<file path="src/rtl/conv2d_engine.sv">
// ============================================================================
// conv2d_engine
// ----------------------------------------------------------------------------
// Memory-mapped 2D convolution accelerator. Acts as a burst master on a
// ready/valid memory interface (read-address, read-data, write-address,
// write-data). Computes a same-size output feature map from a square N x N
// input feature map and a WT_DIM x WT_DIM kernel with zero padding. Products
// and sums are unsigned and wrap modulo 2^DWIDTH.
//
// Ports:
//   clk, rst                 clock (rising edge), async active-high reset
//   start / idle / done      run control; done is a level held until the
//                            next accepted start or reset
//   fm_dim                   feature-map side length N (0 -> straight to done)
//   wt/ifm/ofm_offset        word base addresses of kernel, IFM and OFM
//   req_read_addr*/len       read burst request channel
//   resp_read_data*          read data channel
//   req_write_addr*/len      write address channel (len always 1)
//   req_write_data*          write data channel (one word per output pixel)
//   resp_write_status*       unused write response channel (tied off)
//
// Optional build macro:
//   CONV2D_CYCLE_COUNT_EN    adds output cycle_count[31:0]: cleared on an
//                            accepted start, counts every busy cycle, holds
//                            while idle.
// ============================================================================
module conv2d_engine #(
    parameter int AWIDTH = 14,
    parameter int DWIDTH = 32,
    parameter int WT_DIM = 3
) (
    input  logic              clk,
    input  logic              rst,
    input  logic              start,
    output logic              idle,
    output logic              done,
    input  logic [31:0]       fm_dim,
    input  logic [31:0]       wt_offset,
    input  logic [31:0]       ifm_offset,
    input  logic [31:0]       ofm_offset,
    output logic [AWIDTH-1:0] req_read_addr,
    output logic              req_read_addr_valid,
    input  logic              req_read_addr_ready,
    output logic [31:0]       req_read_len,
    input  logic [DWIDTH-1:0] resp_read_data,
    input  logic              resp_read_data_valid,
    output logic              resp_read_data_ready,
    output logic [AWIDTH-1:0] req_write_addr,
    output logic              req_write_addr_valid,
    input  logic              req_write_addr_ready,
    output logic [31:0]       req_write_len,
    output logic [DWIDTH-1:0] req_write_data,
    output logic              req_write_data_valid,
    input  logic              req_write_data_ready,
    output logic              resp_write_status,
    output logic              resp_write_status_valid,
    input  logic              resp_write_status_ready
`ifdef CONV2D_CYCLE_COUNT_EN
    ,
    output logic [31:0]       cycle_count
`endif
);

    localparam int unsigned LP_K  = WT_DIM * WT_DIM;
    localparam int          LP_KW = $clog2(LP_K + 1);
    localparam int          LP_MW = $clog2(WT_DIM + 1);
    localparam logic signed [33:0] LP_H = 34'(WT_DIM / 2);

    localparam logic [2:0] S_IDLE    = 3'd0;
    localparam logic [2:0] S_WT_ADDR = 3'd1;
    localparam logic [2:0] S_WT_DATA = 3'd2;
    localparam logic [2:0] S_ROW     = 3'd3;
    localparam logic [2:0] S_RD_ADDR = 3'd4;
    localparam logic [2:0] S_RD_DATA = 3'd5;
    localparam logic [2:0] S_WR      = 3'd6;
    localparam logic [2:0] S_DONE    = 3'd7;

    logic [2:0]        r_state;
    logic              r_done;
    logic [31:0]       r_n;
    logic [AWIDTH-1:0] r_ifm_off;
    logic [AWIDTH-1:0] r_ofm_off;
    logic [31:0]       r_x;
    logic [31:0]       r_y;
    logic [LP_MW-1:0]  r_m;
    logic [LP_KW-1:0]  r_widx;
    logic [31:0]       r_beats;
    logic [DWIDTH-1:0] r_acc;
    logic [DWIDTH-1:0] r_wt [LP_K];

    logic [AWIDTH-1:0] r_ar_addr;
    logic              r_ar_valid;
    logic [31:0]       r_ar_len;
    logic              r_rready;
    logic [AWIDTH-1:0] r_aw_addr;
    logic              r_aw_valid;
    logic [DWIDTH-1:0] r_w_data;
    logic              r_w_valid;

    // Per-row window geometry, all in signed 34-bit so halo arithmetic
    // around row/column 0 and N-1 never wraps.
    logic signed [33:0] w_row;
    logic signed [33:0] w_xl;
    logic signed [33:0] w_xh;
    logic signed [33:0] w_nlast;
    logic signed [33:0] w_c0;
    logic signed [33:0] w_c1;
    logic signed [33:0] w_len;
    logic signed [33:0] w_n0;
    logic               w_row_ok;
    logic [LP_KW-1:0]   w_widx0;
    logic [AWIDTH-1:0]  w_rd_addr;
    logic [AWIDTH-1:0]  w_wr_addr;
    logic [DWIDTH-1:0]  w_prod;
    logic               w_beat;
    logic               w_aw_ok;
    logic               w_w_ok;
    logic               w_last_x;
    logic               w_last_y;
    logic               w_idle;
    logic               w_unused;

    assign w_row    = $signed({2'b00, r_y}) - LP_H + $signed(34'(r_m));
    assign w_xl     = $signed({2'b00, r_x}) - LP_H;
    assign w_xh     = $signed({2'b00, r_x}) + LP_H;
    assign w_nlast  = $signed({2'b00, r_n}) - 34'sd1;
    assign w_row_ok = (w_row >= 34'sd0) && (w_row <= w_nlast);
    assign w_c0     = (w_xl < 34'sd0) ? '0 : w_xl;
    assign w_c1     = (w_xh > w_nlast) ? w_nlast : w_xh;
    assign w_len    = w_c1 - w_c0 + 34'sd1;
    // First kernel column that lines up with the clipped window start.
    assign w_n0     = w_c0 - w_xl;
    assign w_widx0  = LP_KW'(r_m) * LP_KW'(WT_DIM) + LP_KW'(w_n0);

    assign w_rd_addr = r_ifm_off + AWIDTH'(w_row) * AWIDTH'(r_n) + AWIDTH'(w_c0);
    assign w_wr_addr = r_ofm_off + AWIDTH'(r_y) * AWIDTH'(r_n) + AWIDTH'(r_x);

    assign w_prod   = resp_read_data * r_wt[r_widx];
    assign w_beat   = resp_read_data_valid && r_rready;
    assign w_aw_ok  = !r_aw_valid || req_write_addr_ready;
    assign w_w_ok   = !r_w_valid || req_write_data_ready;
    assign w_last_x = (r_x == r_n - 32'd1);
    assign w_last_y = (r_y == r_n - 32'd1);
    assign w_idle   = (r_state == S_IDLE) || (r_state == S_DONE);

    assign w_unused = ^{resp_write_status_ready, w_n0[33:LP_KW], w_len[33:32], w_row[33:AWIDTH]};

    assign idle                    = w_idle;
    assign done                    = r_done;
    assign req_read_addr           = r_ar_addr;
    assign req_read_addr_valid     = r_ar_valid;
    assign req_read_len            = r_ar_len;
    assign resp_read_data_ready    = r_rready;
    assign req_write_addr          = r_aw_addr;
    assign req_write_addr_valid    = r_aw_valid;
    assign req_write_len           = 32'd1;
    assign req_write_data          = r_w_data;
    assign req_write_data_valid    = r_w_valid;
    assign resp_write_status       = 1'b0;
    assign resp_write_status_valid = 1'b0;

    always_ff @(posedge clk or posedge rst) begin
        if (rst) begin
            r_state    <= S_IDLE;
            r_done     <= 1'b0;
            r_n        <= '0;
            r_ifm_off  <= '0;
            r_ofm_off  <= '0;
            r_x        <= '0;
            r_y        <= '0;
            r_m        <= '0;
            r_widx     <= '0;
            r_beats    <= '0;
            r_acc      <= '0;
            for (int unsigned i = 0; i < LP_K; i++) begin
                r_wt[i] <= '0;
            end
            r_ar_addr  <= '0;
            r_ar_valid <= 1'b0;
            r_ar_len   <= '0;
            r_rready   <= 1'b0;
            r_aw_addr  <= '0;
            r_aw_valid <= 1'b0;
            r_w_data   <= '0;
            r_w_valid  <= 1'b0;
        end else begin
            case (r_state)
                S_IDLE, S_DONE: begin
                    if (start) begin
                        r_n       <= fm_dim;
                        r_ifm_off <= AWIDTH'(ifm_offset);
                        r_ofm_off <= AWIDTH'(ofm_offset);
                        r_done    <= 1'b0;
                        if (fm_dim == 32'd0) begin
                            r_state <= S_DONE;
                            r_done  <= 1'b1;
                        end else begin
                            r_ar_addr  <= AWIDTH'(wt_offset);
                            r_ar_len   <= 32'(LP_K);
                            r_ar_valid <= 1'b1;
                            r_state    <= S_WT_ADDR;
                        end
                    end else if (r_state == S_DONE) begin
                        r_state <= S_IDLE;
                    end
                end
                S_WT_ADDR: begin
                    if (req_read_addr_ready) begin
                        r_ar_valid <= 1'b0;
                        r_rready   <= 1'b1;
                        r_beats    <= r_ar_len;
                        r_widx     <= '0;
                        r_state    <= S_WT_DATA;
                    end
                end
                S_WT_DATA: begin
                    if (w_beat) begin
                        r_wt[r_widx] <= resp_read_data;
                        r_widx       <= r_widx + LP_KW'(1);
                        r_beats      <= r_beats - 32'd1;
                        if (r_beats == 32'd1) begin
                            r_rready <= 1'b0;
                            r_x      <= '0;
                            r_y      <= '0;
                            r_m      <= '0;
                            r_acc    <= '0;
                            r_state  <= S_ROW;
                        end
                    end
                end
                S_ROW: begin
                    // One kernel row per visit; rows falling in the padding
                    // contribute zero and are skipped without a request.
                    if (r_m == LP_MW'(WT_DIM)) begin
                        r_aw_addr  <= w_wr_addr;
                        r_aw_valid <= 1'b1;
                        r_w_data   <= r_acc;
                        r_w_valid  <= 1'b1;
                        r_state    <= S_WR;
                    end else if (w_row_ok) begin
                        r_ar_addr  <= w_rd_addr;
                        r_ar_len   <= 32'(w_len);
                        r_ar_valid <= 1'b1;
                        r_widx     <= w_widx0;
                        r_state    <= S_RD_ADDR;
                    end else begin
                        r_m <= r_m + LP_MW'(1);
                    end
                end
                S_RD_ADDR: begin
                    if (req_read_addr_ready) begin
                        r_ar_valid <= 1'b0;
                        r_rready   <= 1'b1;
                        r_beats    <= r_ar_len;
                        r_state    <= S_RD_DATA;
                    end
                end
                S_RD_DATA: begin
                    if (w_beat) begin
                        r_acc   <= r_acc + w_prod;
                        r_widx  <= r_widx + LP_KW'(1);
                        r_beats <= r_beats - 32'd1;
                        if (r_beats == 32'd1) begin
                            r_rready <= 1'b0;
                            r_m      <= r_m + LP_MW'(1);
                            r_state  <= S_ROW;
                        end
                    end
                end
                S_WR: begin
                    // Address and data channels retire independently; the
                    // pixel advances once both have been accepted.
                    if (r_aw_valid && req_write_addr_ready) begin
                        r_aw_valid <= 1'b0;
                    end
                    if (r_w_valid && req_write_data_ready) begin
                        r_w_valid <= 1'b0;
                    end
                    if (w_aw_ok && w_w_ok) begin
                        r_acc <= '0;
                        r_m   <= '0;
                        if (w_last_x) begin
                            r_x <= '0;
                            if (w_last_y) begin
                                r_state <= S_DONE;
                                r_done  <= 1'b1;
                            end else begin
                                r_y     <= r_y + 32'd1;
                                r_state <= S_ROW;
                            end
                        end else begin
                            r_x     <= r_x + 32'd1;
                            r_state <= S_ROW;
                        end
                    end
                end
                default: r_state <= S_IDLE;
            endcase
        end
    end

`ifdef CONV2D_CYCLE_COUNT_EN
    logic [31:0] r_cycle_count;

    always_ff @(posedge clk or posedge rst) begin
        if (rst) begin
            r_cycle_count <= '0;
        end else if (w_idle && start) begin
            r_cycle_count <= '0;
        end else if (!w_idle) begin
            r_cycle_count <= r_cycle_count + 32'd1;
        end
    end

    assign cycle_count = r_cycle_count;
`endif

endmodule

</file>
<file path="config.mk">
export PLATFORM = sky130hd
export DESIGN_NAME = conv2d_engine
export DESIGN_NICKNAME = d
export VERILOG_FILES = /design/src/rtl/conv2d_engine.sv
export SDC_FILE = /design/constraint.sdc
export NUM_CORES = 2
export LEC_CHECK = 0
export BUFFER_PORTS_ARGS = -buffer_cell sky130_fd_sc_hd__buf_4
export CORE_ASPECT_RATIO = 0.5
export CORE_MARGIN = 2
export CORE_UTILIZATION = 50
export DETAILED_ROUTE_END_ITERATION = 10
export PLACE_DENSITY = 0.66
export SLEW_MARGIN = 20
export SYNTH_ARGS = -nofsm -noshare
export SYNTH_HDL_FRONTEND = slang
export SYNTH_SLANG_ARGS = --single-unit
</file>
<file path="constraint.sdc">
create_clock -name clk -period 36.8 [get_ports clk]
set_clock_uncertainty 0.05 [all_clocks]
set_input_delay 7.36 -clock clk [delete_from_list [all_inputs] [get_ports clk]]
set_output_delay 7.36 -clock clk [all_outputs]
set_load 0.005 [all_outputs]
</file>
After elaboration in Yosys (flattened, before gate mapping):

Index checks and enable logic that the tools add are counted.

* memory bits (read-only): 0
* memory bits (writable): 0
* logic and storage cells: 214
* memories kept: 0
* output and inout bits: 132
* latch bits: 0
* bits of input ports: 168
* bits in registers: 582

* eq/ne operators: 34
* magnitude comparators: 6
* shift operators: 0
* add/sub/neg operators: 20
* bitwise operators: 1
* $mul: 4
* muxes and demuxes: 80
* reduce and logical (&&, ||, !) cells: 41
* div/mod/pow operators: 0

Operators by type and width (count)
* $mux 32: 20
* $bwmux 288: 1
* $pmux 32 s2: 4
* $bmux 32 s4: 1
* $demux 32 s4: 1
* $sub 32x1->33 const B: 3
* $pmux 32 s3: 1
* $add 32x1->32 const B: 2
* $eq 32x32->1: 2
* $sub 32x1->32 const B: 2
* $add 14x14->14: 4
* $mux 14: 4
* $mux 3: 12
* $ne 2x2->1 const B: 18
* $add 33x3->34: 1
* $ge 34x1->1 const B: 1
* $gt 34x33->1: 1
* $le 34x33->1: 1
* $add 32x1->33 const B: 1
* $lt 33x1->1 const B: 1
* $add 32x2->32 const B: 1
* $add 32x32->32: 1
* $eq 32x1->1 const B: 1
* $logic_not 32->1: 1
* other kinds (41): 101

Logic depth before layout (Yosys ltp):

* depth after elaboration: 8
* depth in mapped cells: 38
* depth with buffers taken out: 34

Least setup slack after synthesis:

No wires, ideal clock.

* kind: input -> register
* start point: in resp_read_data[21]
* end point: reg r_acc[28]
* stages: 25
* library setup time: 0.134 ns
* path buffers: 2
* data arrival time: 13.913 ns
* required time: 36.616 ns
* path slack: 22.702 ns
* path through: clkbuf_1 clkbuf_1 nand2_1 fa_1 fa_1 inv_1 fa_1 inv_1 fa_1 inv_1 fa_1 fa_1 fa_1 inv_1 fa_1 inv_1 ha_1 a21o_1 a21oi_1 nor2b_1 or2_2 o41ai_1 o21ai_0 xnor2_1 o21ai_0

* word-level cells in the longest chain between the ends: 4

RTL lines
* start, declared: line 45 `input logic [DWIDTH-1:0] resp_read_data,`
* $mul 32x32->32: line 138 `assign w_prod = resp_read_data * r_wt[r_widx];`
* $add 32x32->32: line 260 `r_acc <= r_acc + w_prod;`
* $mux 32: line 259 `if (w_beat) begin`
* $pmux 32 s3: line 187 `case (r_state)`
* end signal, assigned: line 260
* end, declared: line 88 `logic [DWIDTH-1:0] r_acc;`

No other way between the ends. The select of a mux whose other input is x is not followed.
A chain may end at the register's enable or synchronous reset.

Final worst setup path:

* start point: in resp_read_data[1]
* end point: reg r_acc[30]

Same word-level chain as after synthesis.

==> impl_summary.txt <==
----------------------------------------------------
[Layout]
  Final net count ... 7461
  Layout filler cell count ... 10596
  Ant. Diodes ... 0
  Area of combinational cells with multiple inputs ... 40200 µm²
  Ratio of cells with drive above 1 in the final layout ... 12.8%
  Final std cells w/o fill ... 7966
  Layout Area Growth over Synthesis ... 7.97%
  Sequential cell area in the final layout ... 14600 µm²

[Critical path]
  Setup slack, reg-to-reg ... 26.14 ns
  Critical Path Fanout Max ... 28
  Worst R2R End ... r_acc[30]
  Required time at the worst-slack endpoint ... 37.28 ns
  R2r startpoint ... r_widx[0]
  Crit path kind ... in2reg
  Crit. End Element ... flip-flop
  R2R cell count ... 29
  Kind of start point of the critical path ... input port
  Arrival time at the worst endpoint ... 15.30 ns

[Timing]
  Worst Slack Setup Final ... 21.98 ns
  Worst slack on hold paths ... 0.430 ns
  RSZ-0062 raised after global routing ... no
  Max-Slew Margin vs Limit ... 27.0%
  Final Critical Period ... 14.82 ns
  Setup Total Neg Slack ... 0 ns
  Final count of pins violating max slew ... 0
  Fraction of the cycle the final worst path needs ... 40.3%
  Slew at the pin with the worst max-slew slack ... 1.08 ns
  Hold Vio Cnt, Final ... 0
  Maximum achievable frequency ... 67.5 MHz
  Final-report setup violation count ... 0

[Synth]
  Number of different library cells in the post-synthesis netlist ... 93
  Synthesis warning total ... 0
  Most repeated cell in the gate-level netlist after synthesis ... sky130_fd_sc_hd__inv_1
  Number of enable flip-flop cells after synthesis ... 0
  Count of state elements after synthesis ... 582
  Most numerous cell types in the synthesized netlist ... sky130_fd_sc_hd__inv_1, sky130_fd_sc_hd__nand2_1, sky130_fd_sc_hd__fa_1
  Mean instance size in the synthesized netlist ... 9.34 µm²
  Library cell with the largest summed area after synthesis ... sky130_fd_sc_hd__dfrtp_1
  Sequential fraction of the synthesis area ... 24.4%
  Area contributors post-synth ... sky130_fd_sc_hd__dfrtp_1, sky130_fd_sc_hd__fa_1, sky130_fd_sc_hd__ha_1
  Synth top area share ... 24.4%
  Cells after Synth ... 6381
  Share of flip-flops with an asynchronous set or reset after synthesis ... 100%
  Flip-flop cell with the highest count after synthesis ... sky130_fd_sc_hd__dfrtp_1
  Cell area after synthesis ... 59600 µm²

[Global route]
  Global-route usage over all layers ... 27.9%
  Global-route wire length before repair ... 269000 µm
  Number of global-route vias before repair ... 47176
  Maximum number of pins on one net before global-route repair ... 178
  Initial antenna violation count ... 1
  Remaining global-route overflow ... 0

[Drt]
  Initial DRC Count ... 3563
  Number of vias in the routed layout ... 45661
  Number of vias per cell after detailed routing ... 5.73
  Total iterations of the first detailed-routing run ... 6
  Post-route ant nets ... 0
  Final wirelength ... 169000 µm
  DR DRC count ... 0
  Drt wl/cell ... 21.3 µm

[Power]
  Largest vdd supply drop ... 0.0289 mV
  Leakage dissipation ... 31.9 nW
  Areal power density over the cells ... 21.3 nW/µm²

[Run]
  # Max-Cap Violations ... 0

[Floorplan]
  Number of I/O pins ... 300
  Initial core utilization ... 50.5%
  Placement row count ... 89
  Die ar. ... 122000 µm²
  Die extent in x ... 492 µm
  Overall die height ... 248 µm
  Core area ... 118000 µm²

[Hold path]
  Hold Path Class ... reg2reg
  Worst-case hold path end point ... r_beats[15]
  Worst hold path cell count ... 2
  Startpoint of the lowest-slack hold path ... r_beats[15]

[Clock tree]
  Clock tree sinks ... 582
  # resized after CTS ... 0
  CTS tree ... built
  Clock Latency Late Sink ... 0.70 ns
  Number of hold buffers added after CTS ... 0
  Cell at the root of the clock tree ... sky130_fd_sc_hd__clkbuf_16
  Number of clock buffers inserted by TritonCTS ... 57
  Clk slew on worst S/H paths ... 0.07 ns
  H-tree level count ... 2
  Post-CTS repair timing setup buffer count ... 0
  Number of buffers on the longest clock path ... 3

[Place]
  Post-Place Setup Slack ... 21.44 ns
  Placer's final routability congestion estimate ... 0.902
  Port buffer count ... 210
  Inst Count DP ... 7858
  Detailed-placement wirelength estimate ... 124000 µm

[Outcome]
  Run status ... complete, no violations

----------------------------------------------------
==> metrics by stage <==
stage                     power [W]  instance area, µm²  utilization, %
after CTS                   0.00138               64300            54.5
after global placement     0.000695               62200            52.7
after global routing        0.00141               64400            54.5
after detailed placement   0.000697               62200            52.7
final                       0.00137               64400            54.5
after floorplan            0.000675               59700               -
==> placed cells by master (no fill, tap or decap), types with 26 or more instances in the layout <==
master                        n
sky130_fd_sc_hd__a21o_1      64
sky130_fd_sc_hd__a21oi_1    228
sky130_fd_sc_hd__and2_1     365
sky130_fd_sc_hd__and3_1      46
sky130_fd_sc_hd__buf_4      284
sky130_fd_sc_hd__clkbuf_16   57
sky130_fd_sc_hd__conb_1      34
sky130_fd_sc_hd__dfrtp_1    579
sky130_fd_sc_hd__fa_1       604
sky130_fd_sc_hd__ha_1       363
sky130_fd_sc_hd__inv_1      843
sky130_fd_sc_hd__mux2_2     345
sky130_fd_sc_hd__mux2i_1    112
sky130_fd_sc_hd__nand2_1    685
sky130_fd_sc_hd__nand3_1     90
sky130_fd_sc_hd__nand4_1     48
sky130_fd_sc_hd__nor2_1     246
sky130_fd_sc_hd__nor2b_1     27
sky130_fd_sc_hd__nor3_1     112
sky130_fd_sc_hd__nor4_1      45
sky130_fd_sc_hd__o21ai_0    285
sky130_fd_sc_hd__o221ai_1    26
sky130_fd_sc_hd__o22ai_1     27
sky130_fd_sc_hd__o31ai_1     43
sky130_fd_sc_hd__or3_1       32
sky130_fd_sc_hd__xnor2_1    304
sky130_fd_sc_hd__xor2_1      93
==> routing by layer <==
layer | global-route usage, % | vias up | part of all wire, %
met5 | 0 | - | 0
met4 | 8.50 | 0 | 3.1
met3 | 3.48 | 269 | 6.2
met2 | 47.2 | 1512 | 48
li1 | - | 20574 | -
met1 | 37.6 | 23306 | 43
==> how the worst max path moves through the flow <==
stage,startpoint,to,cells after the start
global route,resp_read_data[1],r_acc[28],26
global placement,resp_read_data[1],r_acc[30],26
floorplan,rst,done,1
finish,resp_read_data[1],r_acc[30],26
detailed placement,resp_read_data[1],r_acc[30],26
CTS,resp_read_data[1],r_acc[30],26
==> critical path, cell delays in order <==
cell                      delay (ns)
sky130_fd_sc_hd__buf_4          0.40
sky130_fd_sc_hd__inv_1          0.37
sky130_fd_sc_hd__nor3_1         0.38
sky130_fd_sc_hd__fa_1           0.26
sky130_fd_sc_hd__fa_1           0.42
sky130_fd_sc_hd__inv_1          0.09
sky130_fd_sc_hd__fa_1           0.44
sky130_fd_sc_hd__fa_1           0.50
sky130_fd_sc_hd__inv_1          0.04
sky130_fd_sc_hd__ha_1           0.28
sky130_fd_sc_hd__ha_1           0.29
sky130_fd_sc_hd__fa_1           0.49
sky130_fd_sc_hd__inv_1          0.06
sky130_fd_sc_hd__fa_1           0.48
sky130_fd_sc_hd__inv_1          0.04
sky130_fd_sc_hd__ha_1           0.33
sky130_fd_sc_hd__nand3_1        0.13
sky130_fd_sc_hd__o21a_1         0.24
sky130_fd_sc_hd__o31ai_1        0.47
sky130_fd_sc_hd__nor4_1         0.14
sky130_fd_sc_hd__o41ai_1        1.00
sky130_fd_sc_hd__nor2b_1        0.38
sky130_fd_sc_hd__o41ai_1        0.18
sky130_fd_sc_hd__o21ai_0        0.26
sky130_fd_sc_hd__xnor2_1        0.15
sky130_fd_sc_hd__o21ai_0        0.10
==> power breakdown <==
group | internal (W) | leakage, nW | total [W] | switching (W)
clock | 0.000395 | 1.05 | 0.000688 | 0.000294
combinational | 0.00000998 | 22.9 | 0.0000449 | 0.0000349
sequential | 0.000640 | 7.95 | 0.000640 | 0.0000000580
==> layout make-up <==
cell class / instances / area share, %
multi-input cells: 4549 / 62.5
clock inverters: 35 / 0.886
clock buffers: 72 / 2.47
repair buffers: 288 / 3.43
flip-flops and latches: 582 / 22.6
well taps: 1592 / 3.09
inverters: 848 / 4.96
==> state kept, by name, summed over array words and instances, names as in the netlist <==
signal / flops
r_ifm_off: 14
req_read_len: 32
r_x: 32
r_m: 2
r_n: 32
resp_read_data_ready: 1
req_write_data_valid: 1
r_ofm_off: 14
r_y: 32
req_write_addr: 14
done: 1
r_widx: 4
req_read_addr_valid: 1
r_beats: 32
r_wt: 288
req_write_data: 32
r_state: 3
req_write_addr_valid: 1
req_read_addr: 14
r_acc: 32
==> cell families (layout without fill, tap and decap cells) <==
logic type,count (synthesis),in the layout,share of synthesized area (%)
and+or+nand+nor,1816,1816,15.1
buffers and inverters,1282,1243,8.40
adders and majority gates,967,967,27.9
AOI/OAI and AO/OA,844,844,8.68
DFF,582,582,24.4
muxes,467,467,8.77
xor gates and xnor gates,421,421,6.72
other,2,34,0.0126
(Power assumes the default switching activity.)
